===== src/rtl/fifo_stream_reader.sv =====
`default_nettype none
// ============================================================================
// Module      : fifo_stream_reader
// Description : Pops a registered-read sync FIFO into a valid/ready stream
//               through a 3-entry skid buffer.
// Revision    : 1.0 - initial release
// ============================================================================
module fifo_stream_reader #(
    parameter int DATA_WIDTH = 8,
    parameter int CNT_WIDTH  = 16
) (
    input  logic                  clk,
    input  logic                  rst_n,
    input  logic                  fifo_empty,
    input  logic [DATA_WIDTH-1:0] fifo_data,
    output logic                  fifo_r_en,
    output logic                  m_valid,
    input  logic                  m_ready,
    output logic [DATA_WIDTH-1:0] m_data,
    input  logic                  flush,
    output logic [1:0]            buf_level,
    output logic [CNT_WIDTH-1:0]  rd_count
);

    localparam logic [1:0] c_LAST_IDX = 2'd2;

    logic [DATA_WIDTH-1:0] r_mem [0:2];
    logic [1:0]            r_head;
    logic [1:0]            r_tail;
    logic [1:0]            r_occ;
    logic                  r_inflight;
    logic [CNT_WIDTH-1:0]  r_rd_count;

    logic [2:0]            w_committed;
    logic                  w_room;
    logic                  w_capture;
    logic                  w_pop;
    logic [1:0]            w_head_nxt;
    logic [1:0]            w_tail_nxt;
    logic [1:0]            w_occ_nxt;

    // Room is judged on buffered plus in-flight words so a returning word
    // always has a free slot, independent of the consumer's ready.
    assign w_committed = {1'b0, r_occ} + {2'b00, r_inflight};
    assign w_room      = (w_committed < 3'd3);
    assign fifo_r_en   = rst_n & ~flush & ~fifo_empty & w_room;

    assign w_capture   = r_inflight & ~flush;
    assign m_valid     = (r_occ != 2'd0);
    assign w_pop       = m_valid & m_ready;
    assign m_data      = r_mem[r_head];
    assign buf_level   = r_occ;
    assign rd_count    = r_rd_count;

    assign w_head_nxt  = (r_head == c_LAST_IDX) ? 2'd0 : r_head + 2'd1;
    assign w_tail_nxt  = (r_tail == c_LAST_IDX) ? 2'd0 : r_tail + 2'd1;

    always_comb begin
        w_occ_nxt = r_occ;
        case ({w_capture, w_pop})
            2'b10:   w_occ_nxt = r_occ + 2'd1;
            2'b01:   w_occ_nxt = r_occ - 2'd1;
            default: w_occ_nxt = r_occ;
        endcase
    end

    always_ff @(posedge clk or negedge rst_n) begin
        if (!rst_n) begin
            r_head     <= 2'd0;
            r_tail     <= 2'd0;
            r_occ      <= 2'd0;
            r_inflight <= 1'b0;
        end else if (flush) begin
            r_head     <= 2'd0;
            r_tail     <= 2'd0;
            r_occ      <= 2'd0;
            r_inflight <= 1'b0;
        end else begin
            r_inflight <= fifo_r_en;
            r_occ      <= w_occ_nxt;
            if (w_capture) begin
                r_tail <= w_tail_nxt;
            end
            if (w_pop) begin
                r_head <= w_head_nxt;
            end
        end
    end

    always_ff @(posedge clk or negedge rst_n) begin
        if (!rst_n) begin
            r_mem[0] <= '0;
            r_mem[1] <= '0;
            r_mem[2] <= '0;
        end else if (w_capture) begin
            r_mem[r_tail] <= fifo_data;
        end
    end

    // A transfer in a flush cycle still completes, so counting ignores flush.
    always_ff @(posedge clk or negedge rst_n) begin
        if (!rst_n) begin
            r_rd_count <= '0;
        end else if (w_pop) begin
            r_rd_count <= r_rd_count + 1'b1;
        end
    end

endmodule
`default_nettype wire

===== config.mk =====
export PLATFORM = sky130hd
export DESIGN_NAME = fifo_stream_reader
export DESIGN_NICKNAME = d
export VERILOG_FILES = /design/src/rtl/fifo_stream_reader.sv
export SDC_FILE = /design/constraint.sdc
export NUM_CORES = 1
export LEC_CHECK = 0
export CELL_PAD_IN_SITES_DETAIL_PLACEMENT = 0
export CELL_PAD_IN_SITES_GLOBAL_PLACEMENT = 2
export CORE_MARGIN = 5
export CORE_UTILIZATION = 25
export DETAILED_ROUTE_END_ITERATION = 16
export MAX_ROUTING_LAYER = met4
export PLACE_DENSITY_LB_ADDON = 0.2
export RECOVER_POWER = 100
export SETUP_SLACK_MARGIN = 0.05
export SLEW_MARGIN = 20
export SYNTH_ARGS = -nofsm -noshare
export SYNTH_HDL_FRONTEND = slang
export SYNTH_SLANG_ARGS = --single-unit

===== constraint.sdc =====
create_clock -name clk -period 5.1 [get_ports clk]
set_clock_uncertainty 0.05 [all_clocks]
set_input_delay 1.02 -clock clk [delete_from_list [all_inputs] [get_ports clk]]
set_output_delay 1.02 -clock clk [all_outputs]
set_load 0.05 [all_outputs]

# Yosys cells after proc, flatten, opt, wreduce, memory -nomap -nowiden
# Cells that the tools add are included.
# Widths: inputs -> output; s select.
[word_totals]
ff_bits = 47
output_inout_bits = 28
elab_cells = 51
[op_classes]
n_addsub = 6
order_cmp = 4
n_eq_ne = 4
n_mux = 15
bitwise = 9
n_reduce_logical = 5
[op_table]
columns = ["operator", "n"]
rows = [
  ["$bwmux 24", 1],
  ["$mux 8", 3],
  ["$add 16x1->16 const B", 1],
  ["$bmux 8 s2", 1],
  ["$demux 8 s2", 1],
  ["$mux 2", 7],
  ["$add 2x1->2 const B", 3],
  ["$eq 2x2->1 const B", 3],
  ["$ge 3x3->1 const B", 2],
  ["$not 2->3", 2],
  ["$reduce_bool 2->1", 3],
  ["$and 1x1->1", 5],
  ["$pmux 2 s2", 1],
  ["$add 2x1->3", 1],
  ["$lt 3x1->1 const B", 1],
  ["$lt 3x2->1 const B", 1],
  ["$reduce_bool 3->1", 1],
  ["$eq 2x1->1 const B", 1],
  ["$not 1->1", 2],
  ["$sub 2x1->2 const B", 1],
  ["$logic_and 1x1->1", 1],
  ["$mux 1", 1],
]

# Logic depth before layout (Yosys ltp)
[logic_depth]
ltp_word = 6
mapped_depth = 5

# Worst setup path after synthesis
# Ideal clock, no wire load.
[synth_path]
kind = "in2out"
start = "input port flush"
end = "output port fifo_r_en"
t_arrival_ns = 2.484
required_time_ns = 4.030
slack_ns = 1.546
cell_stages = 3
path_cell_list = "buf_4 -> or4b_1 -> a21oi_1"
[synth_between]
elab_chain_cells = 4
[synth_rtl]
columns = ["element", "line_no", "source"]
rows = [
  ["start: declaration", "20", "input logic flush,"],
  ["$not 1->1", "46", "assign fifo_r_en = rst_n & ~flush & ~fifo_empty & w_room;"],
  ["$and 1x1->1 (3 in series)", "46", ""],
  ["end: declaration", "16", "output logic fifo_r_en,"],
]
# No other way between the ends.

# Worst setup path in the final report
# Ends and elaborated chain as after synthesis.

==> flow_summary.yaml <==
outcome:
  status: "finished with violations"
  violations: "max-capacitance violations, max-slew violations"
worst_setup_path:
  cp-start-kind: "input pin"
  crit_path_end_kind: "primary output"
  cp.arrival_ns: 3.36
  cp_max_fo: 10
  cp_data_required_time_ns: 4.03
  setup.worst_path.class: "input pin to primary output"
final_layout:
  fin_area_um2: 2720
  nets: 235
  postLayoutCoreUtil_pct: 31.6
  syn_to_final_growth_pct: 25.1
  final_cell_mix: "dfrtp_1, dlygate4sd3_1, mux2_2"
  drive_gt1_share_pct: 14.1
  layout_commonest_cell: "dfrtp_1"
  fillers: 902
  n_antenna_cell: 0
place:
  dp_hpwl_mm: 3.14
  pre_cts_ws_ns: 0.952
  place_congestion: 0.698
  port_buffers: 40
  post_dp_cell_area_um2: 2680
synth:
  synth_compound_area_share_pct: 5.02
  synth_seq_cells: 47
  syn_avg_cell_area_um2: 12.3
  yosys-top-cells-area: "dfrtp_1, mux2_2, xnor2_1"
  syn_area_um2: 2170
  seq_area_frac_synth_pct: 54.2
  syn_nets: 193
  synth-simple-area-share_pct: 13.3
  synth_top_family_by_area: "multiplexers"
  yosys_warnings: 0
  synthCells: 177
  synthXorXnorAreaFrac_pct: 6.86
  synth_top_area_cell: "dfrtp_1"
  synth_mux_area_share_pct: 16.6
  yosysTopAreaCellShare_pct: 54.2
  synthFlopType: "dfrtp_1"
  ys_async_sr_fraction_pct: 100
  ys_types: 35
  synthAdderAreaFrac_pct: 1.73
  synth_edf_count: 0
power_and_ir_drop:
  peakVddDrop_mv: 0.137
  p_clk_share_pct: 22.2
  intPower_uw: 620
  power.leakage_uw: 0.00123
  combinationalPowerShare_pct: 30.9
  p_sw_share_pct: 37.1
  p_per_area_nw_per_um2: 363
  switching_power_uw: 366
  seq_power_share_pct: 46.9
routing:
  antenna_left: 0
  drt-met1-wl_mm: 2.22
  wl_met2_mm: 2.16
  via_count: 1431
  routed_wl_mm: 4.62
  vias_per_cell: 4.36
  route.detailed.drc: 0
  first_pass_iters: 4
  detail_route.wl_per_cell_um: 14.1
  drt-initial-drc-count: 55
  top_layer: "met4"
  route.met3.wl_um: 187
clocking:
  cts_resized: 0
  cts_tree: "yes"
  clock-root-buffer: "clkbuf_8"
  htreeDepth: 2
  path_clk_slew_ns: 0.08
  clk_latency_ns: 0.29
  post-cts-setup-buffers: 0
  holdBufCountCts: 0
  cts_buffer_depth: 2
  clock_sinks: 47
  cts_buffers: 5
worst_hold_path:
  hold_class: "flip-flop to flip-flop"
sta:
  holdWs_ns: 0.425
  slew_viol_final: 57
  fmax_ghz: 0.226
  grt_setup_unrepaired: "false"
  slew_headroom_pct: -73.4
  fin_crit_ns: 4.43
  setup_viol: 0
  tightest_slew_ns: 2.60
  setup_slack_ns: 0.668
  finalSetupTns_ns: 0
  finalHoldViolCount: 0
  period_share_pct: 86.9
grt:
  grt_pass1_vias: 1505
  grt_pass1_wl_mm: 7.69
  antenna_found_initial: 0
  track_usage_pct: 9.82
  grt_overflow: 0
  grt_max_degree: 48
floorplanning:
  die_h_um: 103
  die_w_um: 103
  design.core.area_um2: 8590
  fp-row-count: 34
  die_area_um2: 10600
  initial_utilization_pct: 25.2
  pin_count: 41
job:
  drv_cap: 2
[state kept, by name (all words and copies together), names as in the netlist]
name	flops
buf_level	2
r_head	2
rd_count	16
r_inflight	1
r_tail	2
r_mem	24
[cells by family after synthesis]
kind of cell             count (synthesis)
AO/OA/AOI/OAI                           18
adder cells (fa/ha/maj)                  3
buffers and inverters                    9
AND/OR/NAND/NOR                         50
XOR/XNOR                                17
multiplexers                            33
flip-flops                              47
[critical path, stage by stage]
cell	delay, ns
dlygate4sd3_1	0.53
clkbuf_1	0.22
or4b_1	0.59
a21oi_1	0.12
dlygate4sd3_1	0.88
[power by group through the flow]
stage	clock (uW)	sequential (uW)	combinational (uW)
floorplan	0	516	165
global placement	0	474	327
finish	219	462	304
CTS	234	466	328
detailed placement	0	473	326
global route	248	472	328
[layout make-up]
cell class | instances | area [um^2] | area share, %
flip-flops and latches | 47 | 1180 | 43.3
clock inverters | 3 | 15.0 | 0.553
inverters | 1 | 3.75 | 0.138
repair buffers | 43 | 405 | 14.9
clock buffers | 5 | 68.8 | 2.53
well taps | 108 | 135 | 4.98
multi-input cells | 121 | 911 | 33.5
[synth_stat cells, types with 2 or more instances]
master / n
mux2i_1: 9
nor2_1: 8
xor2_1: 5
nor3_1: 3
buf_2: 3
nand2_1: 12
o21ai_0: 9
ha_1: 3
a21oi_1: 6
buf_4: 3
nand4_1: 2
xnor2_1: 12
mux2_2: 24
nand3_1: 9
and3_1: 3
dfrtp_1: 47
[layer usage]
layer | global-route usage (%) | vias to the layer above
li1 | - | 702
met5 | - | -
met3 | 2.37 | 5
met4 | 2.99 | 0
met2 | 14.8 | 31
met1 | 13.1 | 693
[stage by stage]
step / instances / power (uW)
3_5_place_dp: 320 / 800
2_1_floorplan: 177 / 681
3_3_place_gp: 320 / 801
5_1_grt: 328 / 1050
4_1_cts: 328 / 1030
6_report: 328 / 985
[path summary, 6_finish.rpt]
path	start	endpoint	slack, ns	depth (start not counted)
max in group asynchronous	rst_n	r_tail[1]	1.89	2
worst max register to register	r_inflight	r_mem[21]	2.39	2
min in group asynchronous	rst_n	rd_count[2]	1.62	2
worst min register to register	rd_count[15]	rd_count[15]	0.43	1
worst min-delay path	rd_count[15]	rd_count[15]	0.43	1
worst max-delay path	flush	fifo_r_en	0.67	5
(Power assumes the default switching activity.)
